===== src/rtl/ram_arbiter_2p_pkg.sv =====
// rtl/ram_arbiter_2p_pkg.sv - shared types for the two-port memory arbiter
package ram_arbiter_2p_pkg;

  typedef enum logic [1:0] {
    ST_INIT  = 2'd0,
    ST_IDLE  = 2'd1,
    ST_GNT_A = 2'd2,
    ST_GNT_B = 2'd3
  } arb_state_t;

  typedef enum logic {
    PORT_A = 1'b0,
    PORT_B = 1'b1
  } port_t;

  function automatic port_t other_port(input port_t p);
    return (p == PORT_A) ? PORT_B : PORT_A;
  endfunction

endpackage


===== src/rtl/ram_arbiter_2p_rr_arb2.sv =====
// rtl/ram_arbiter_2p_rr_arb2.sv - two-way round-robin pick from a request pair
module ram_arbiter_2p_rr_arb2
  import ram_arbiter_2p_pkg::*;
(
  input  logic  req_a,
  input  logic  req_b,
  input  port_t last_gnt,
  output logic  pick_valid,
  output port_t pick
);

  // On a tie the side that was not served last wins.
  always_comb begin
    pick_valid = req_a | req_b;
    pick       = PORT_A;
    if (req_a && req_b) begin
      pick = other_port(last_gnt);
    end else if (req_b) begin
      pick = PORT_B;
    end
  end

endmodule


===== src/rtl/ram_arbiter_2p.sv =====
// rtl/ram_arbiter_2p.sv - single-port memory shared round-robin between two requesters
module ram_arbiter_2p
  import ram_arbiter_2p_pkg::*;
#(
  parameter int ADDR_W = 3,
  parameter int DATA_W = 8
) (
  input  logic              clk,
  input  logic              rst,
  output logic              init_done,
  input  logic              a_req,
  input  logic              a_we,
  input  logic [ADDR_W-1:0] a_addr,
  input  logic [DATA_W-1:0] a_wdata,
  output logic              a_gnt,
  output logic              a_rvalid,
  output logic [DATA_W-1:0] a_rdata,
  input  logic              b_req,
  input  logic              b_we,
  input  logic [ADDR_W-1:0] b_addr,
  input  logic [DATA_W-1:0] b_wdata,
  output logic              b_gnt,
  output logic              b_rvalid,
  output logic [DATA_W-1:0] b_rdata
);

  localparam int DEPTH = 2 ** ADDR_W;

  arb_state_t        state;
  arb_state_t        next_state;
  logic [ADDR_W-1:0] init_cnt;
  port_t             last_gnt;
  logic              pick_valid;
  port_t             pick;

  logic              mem_we;
  logic [ADDR_W-1:0] mem_waddr;
  logic [DATA_W-1:0] mem_wdata;
  logic              a_rd;
  logic              b_rd;
  logic [DATA_W-1:0] mem [DEPTH];

  ram_arbiter_2p_rr_arb2 u_rr (
    .req_a      (a_req),
    .req_b      (b_req),
    .last_gnt   (last_gnt),
    .pick_valid (pick_valid),
    .pick       (pick)
  );

  always_ff @(posedge clk) begin
    if (rst) begin
      state <= ST_INIT;
    end else begin
      state <= next_state;
    end
  end

  // A granted side still holds its request this cycle, so only the other side can follow.
  always_comb begin
    next_state = state;
    case (state)
      ST_INIT: begin
        if (init_cnt == {ADDR_W{1'b1}}) next_state = ST_IDLE;
      end
      ST_IDLE: begin
        if (pick_valid) next_state = (pick == PORT_A) ? ST_GNT_A : ST_GNT_B;
      end
      ST_GNT_A: next_state = b_req ? ST_GNT_B : ST_IDLE;
      ST_GNT_B: next_state = a_req ? ST_GNT_A : ST_IDLE;
      default:  next_state = ST_INIT;
    endcase
  end

  // Grants and memory writes are masked while rst is high so a reset aborts the access.
  always_comb begin
    init_done = (state != ST_INIT) && !rst;
    a_gnt     = (state == ST_GNT_A) && !rst;
    b_gnt     = (state == ST_GNT_B) && !rst;
    a_rd      = a_gnt && !a_we;
    b_rd      = b_gnt && !b_we;
    mem_we    = 1'b0;
    mem_waddr = init_cnt;
    mem_wdata = '0;
    if (!rst) begin
      case (state)
        ST_INIT: mem_we = 1'b1;
        ST_GNT_A: begin
          mem_we    = a_we;
          mem_waddr = a_addr;
          mem_wdata = a_wdata;
        end
        ST_GNT_B: begin
          mem_we    = b_we;
          mem_waddr = b_addr;
          mem_wdata = b_wdata;
        end
        default: mem_we = 1'b0;
      endcase
    end
  end

  always_ff @(posedge clk) begin
    if (rst) begin
      init_cnt <= '0;
      last_gnt <= PORT_B;
    end else begin
      if (state == ST_INIT) init_cnt <= init_cnt + 1'b1;
      if (a_gnt) begin
        last_gnt <= PORT_A;
      end else if (b_gnt) begin
        last_gnt <= PORT_B;
      end
    end
  end

  always_ff @(posedge clk) begin
    if (mem_we) mem[mem_waddr] <= mem_wdata;
  end

  always_ff @(posedge clk) begin
    if (rst) begin
      a_rvalid <= 1'b0;
      b_rvalid <= 1'b0;
      a_rdata  <= '0;
      b_rdata  <= '0;
    end else begin
      a_rvalid <= a_rd;
      b_rvalid <= b_rd;
      if (a_rd) a_rdata <= mem[a_addr];
      if (b_rd) b_rdata <= mem[b_addr];
    end
  end

endmodule


===== config.mk =====
export PLATFORM = sky130hd
export DESIGN_NAME = ram_arbiter_2p
export DESIGN_NICKNAME = d
export VERILOG_FILES = /design/src/rtl/ram_arbiter_2p_pkg.sv /design/src/rtl/ram_arbiter_2p_rr_arb2.sv /design/src/rtl/ram_arbiter_2p.sv
export SDC_FILE = /design/constraint.sdc
export NUM_CORES = 1
export LEC_CHECK = 0
export ABC_AREA = 1
export CORE_UTILIZATION = 50
export DETAILED_ROUTE_END_ITERATION = 12
export PLACE_DENSITY = 0.72
export SLEW_MARGIN = 20
export SYNTH_ARGS = -nofsm -noshare
export SYNTH_HDL_FRONTEND = slang
export SYNTH_SLANG_ARGS = --single-unit

===== constraint.sdc =====
create_clock -name clk -period 3.2 [get_ports clk]
set_clock_uncertainty 0.15 [all_clocks]
set_input_delay 0.64 -clock clk [delete_from_list [all_inputs] [get_ports clk]]
set_output_delay 0.64 -clock clk [all_outputs]
set_load 0.03 [all_outputs]

== Yosys cells after proc, flatten, opt, wreduce, memory -nomap -nowiden ==
Memories as Yosys holds them, arrays and structs flattened. A register that Yosys moved wholly into a read port is not among the register bits.
Cells that the tools add are included.

* Memories: 1
* RAM bits: 64
* Logic and storage cells: 46
* Input bits: 28
* Output and inout port bits: 21
* Bits in registers: 8

* Multiplexer cells: 19
* Add/sub/neg operators: 1
* Reductions and logical operators: 13
* Equal/unequal tests: 6
* Bitwise gates (word level): 1

{| class="wikitable"
|+ Memory list
! name !! depth !! width !! read ports !! clocked after memory_dff !! wr ports !! RTL line !! text
|-
| mem || 8 || 8 || 2 || 2 || 1 || ram_arbiter_2p.sv:41 || <nowiki>logic [DATA_W-1:0] mem [DEPTH];</nowiki>
|}

{| class="wikitable"
|+ Operators by type and width
! operator !! number
|-
| case mux 8 bit (2 select lines) || 1
|-
| 2-to-1 mux 1 bit || 9
|-
| 2-to-1 mux 2 bit || 4
|-
| 2-to-1 mux 8 bit || 1
|-
| case mux 2 bit (4 select lines) || 1
|-
| logical AND 1 bit || 6
|-
| case mux 3 bit (2 select lines) || 1
|-
| == test 2 bit (second input constant) || 2
|-
| != test 2 bit (second input constant) || 2
|-
| nonzero test 2 bit || 2
|-
| adder 3 x 1 -> 3 bit (second input constant) || 1
|-
| == test 3 bit (second input constant) || 1
|-
| zero test 1 bit || 3
|-
| 2-to-1 mux 3 bit || 1
|-
| case mux 1 bit (3 select lines) || 1
|-
| == test 2 x 1 -> 1 bit (second input constant) || 1
|-
| zero test 2 bit || 1
|-
| AND reduction 2 bit || 1
|-
| bitwise OR 1 bit || 1
|}

== Longest topological paths before layout ==
* Depth in word-level cells: 5
* Depth in mapped cells: 9
* Depth with buffers taken out: 8

== Hierarchy ==
A second synthesis with hierarchy kept.

* Cells, all modules: 541
* Area total of the unflattened synthesis: 4484.3 um^2

{| class="wikitable"
|+ Modules (own cells, without submodules)
! module !! sequential area each (um^2) !! instances !! area an instance (um^2) !! cells an instance
|-
| ram_arbiter_2p || 2402.3 || 1 || 4469.3 || 538
|-
| ram_arbiter_2p_rr_arb2 || 0.0 || 1 || 15.0 || 3
|}

== Worst setup path after synthesis ==
Ideal clock, no wire load.

* Path type: input-to-reg
* Start point: input a_addr[2]
* End point: memory mem[5][0] (enable)
* Setup time: 0.370 ns
* Data required time: 2.680 ns
* Buffers on the path: 1
* Arrival time: 1.646 ns
* Setup slack: 1.034 ns
* Cell stages on the path: 7
* Cell sequence: buf_2 > inv_2 > o22ai_1 > nor2_1 > nor2_1 > nand2_1 > nor2_1

* Cells in the longest elaborated chain, start to end: 2

{| class="wikitable"
|+ Ends and longest elaborated chain
! what !! RTL line !! text
|-
| from (decl) || ram_arbiter_2p.sv:13 || <nowiki>input logic [ADDR_W-1:0] a_addr,</nowiki>
|-
| case mux 3 bit (2 select lines) || ram_arbiter_2p.sv:86 || <nowiki>case (state)</nowiki>
|-
| 2-to-1 mux 3 bit || ram_arbiter_2p.sv:85 || <nowiki>if (!rst) begin</nowiki>
|-
| to (decl) || ram_arbiter_2p.sv:41 ||
|}

Every way passes these cells.

== Worst setup path after layout ==
* Start point: input rst
* End point: output a_gnt

* Cells in the longest elaborated chain, start to end: 2

{| class="wikitable"
|+ Ends and longest elaborated chain
! what !! RTL line !! text
|-
| from (decl) || ram_arbiter_2p.sv:9 || <nowiki>input logic rst,</nowiki>
|-
| zero test 1 bit || n/a ||
|-
| logical AND 1 bit || ram_arbiter_2p.sv:78 || <nowiki>a_gnt = (state == ST_GNT_A) && !rst;</nowiki>
|-
| to (decl) || ram_arbiter_2p.sv:15 || <nowiki>output logic a_gnt,</nowiki>
|}

Every way passes these cells.

==> qor.txt <==
Final ANT Viol Nets: 0
Detailed-route via count: 3958
Worst Path Max Fanout: 11
Inst Count DP: 687
Share of power burned in the clock network: 36.2%
Core area: 8760 um^2
Max cap viols: 0
I/O pins: 49
Pint: 0.00179 W
Post-Syn Nets: 569
Crit path kind: in2out
Iter 0 DRT Violations: 462
Antenna violations before repair: 0
Post-CTS sizing: 0
Ys Warns: 0
Top achievable clock speed: 0.372 GHz
Gr usage total: 29.8%
CP required: 2.41 ns
Critical Path AT: 1.90 ns
Synth cell types: 30
Worst slew margin: 60.1%
Vias in the first global route: 3696
Sequential share of power: 52.2%
Final #Nets: 620
Logic pwr share: 11.6%
H-tree depth: 3
Area grow syn2layout: 17.9%
Critical path endpoint category: output port
Clk buf depth: 2
Power Density: 445 nW/um^2
Pre-CTS WS: 0.379 ns
CTS tree: built
Fin Hold WS: 0.316 ns
Clock slew at reported path FFs: 0.08 ns
Largest net degree at the start of global routing: 33
Slew at the pin closest to its max-slew limit: 0.597 ns
Final period util: 84.0%
PnR worst setup slack: 0.511 ns
Fill count: 782
Routed length per placed instance: 19.2 um
Setup bufs post-CTS: 0
HPWL after DPL: 9580 um
RePlAce Congestion: 1.00
Synth Area per Inst: 8.45 um^2
Grt total ovfl: 0
RSZ-0062 raised after global routing: no
Clock Sink Count: 88
Root Buffer Master: clkbuf_8
Detailed Route WL: 13500 um
Sw power: 0.000603 W
Maximum VDD drop: 0.344 mV
Switch share: 25.2%
Hold Vio Cnt, Final: 0
# rows: 34
Setup violators final: 0
Clock Latency Late Sink: 0.36 ns
# DRC: 0
TritonCTS Buffers: 9
Status: finished clean
Max Slew Vio Count: 0
#FFs+latches synth: 88
Most frequent cells in the layout: 151 x nand2_1, 114 x nand3_1, 71 x inv_1
Min-Delay Path Class: reg2reg
First-pass DRT Iterations: 6
Synthesized area: 4560 um^2
Most common cell after layout, fill and taps aside: nand2_1
Chip height: 97.5 um
Hold-fix buffers, CTS: 0
Layout Cells excl Fill: 703
Avg Vias per Cell: 5.63
Die area: 9500 um^2
IO buf count: 48
Layout cell share with drive strength beyond 1: 12.6%
Setup TNS: 0 ns
Min Tclk post-route: 2.69 ns
Cells after Synth: 539
DIE WIDTH: 97.5 um
Sequential-to-total area share from yosys stat: 52.7%
Initial Utilization: 52.0%
First-pass GRT wire length: 21000 um
Leak pwr: 2.28 nW
Critical path launch point type: input pin
# diodes: 0
[state kept, by name, summed over array words and instances, names as in the netlist]
signal,count
b_rvalid,1
last_gnt,1
a_rvalid,1
a_rdata,8
b_rdata,8
mem,64
state,2
init_cnt,3
[cell families (layout without fill, tap and decap cells)]
family          Yosys count  count (layout)  share of synthesized area (%)
flops                    88              88                           52.7
buf+inv                 110             166                           10.5
compound gates           44              44                           6.62
fa+ha+maj                 2               2                          0.549
simple gates            295             295                           29.6
[layer usage]
layer,global-route usage (%),share of wire [%]
met1,43.5,43
met2,44.5,46
met3,6.91,9.8
met4,8.03,1.4
met5,0,0
[synth_stat cells (all sizes together)]
| master | count | share of area, % |
|---|---|---|
| a31oi | 2 | 0.27 |
| buf | 27 | 3.5 |
| o211ai | 1 | 0.47 |
| a22o | 8 | 1.8 |
| ha | 2 | 0.55 |
| o21bai | 1 | 0.16 |
| a21oi | 23 | 2.8 |
| nand2 | 154 | 13 |
| dfxtp | 24 | 11 |
| or2 | 1 | 0.14 |
| nand3 | 114 | 13 |
| inv | 82 | 6.9 |
| o21ai | 8 | 1.0 |
| o22ai | 1 | 0.14 |
| nor2 | 24 | 3.6 |
| nor3 | 2 | 0.33 |
| clkinv | 1 | 0.11 |
| edfxtp | 64 | 42 |
[worst max-delay path, cell delays in order]
cell,delay [ns]
clkdlybuf4s50_1,0.61
nor2_4,0.41
buf_4,0.23
[metrics by stage]
step / area [um^2] / total power [W] / utilization, %
after detailed placement: 5140 / 0.00154 / 58.7
after global routing: 5370 / 0.00248 / 61.3
after CTS: 5370 / 0.00240 / 61.3
after floorplan: 4560 / 0.00144 / -
after global placement: 5140 / 0.00154 / 58.7
final: 5370 / 0.00239 / 61.3
[path summary, 6_finish.rpt]
check	start	end	slack (ns)	cells after the start
setup / recovery	rst	a_gnt	0.51	3
hold reg to reg	a_rdata[3]	a_rdata[3]	0.32	2
hold / removal	a_rdata[3]	a_rdata[3]	0.32	2
setup reg to reg	state[1]	mem[6][2]	1.12	7
[final cells by class]
cell class,count,area [um^2],share of cell area [%]
well taps,108,135,2.52
clock buffers,9,124,2.31
inverters,83,318,5.92
clock inverters,7,101,1.89
repair buffers,67,616,11.5
multi-input cells,341,1670,31.2
flip-flops and latches,88,2400,44.7
[power groups by stage]
stage	Sequential [W]	Clock [W]	Combinational, W
6_report	0.00125	0.000866	0.000277
4_1_cts	0.00125	0.000880	0.000270
3_5_place_dp	0.00127	0	0.000268
2_1_floorplan	0.00127	0	0.000168
3_3_place_gp	0.00127	0	0.000267
5_1_grt	0.00125	0.000925	0.000304
No activity file was read; power rests on OpenSTA's default activity.
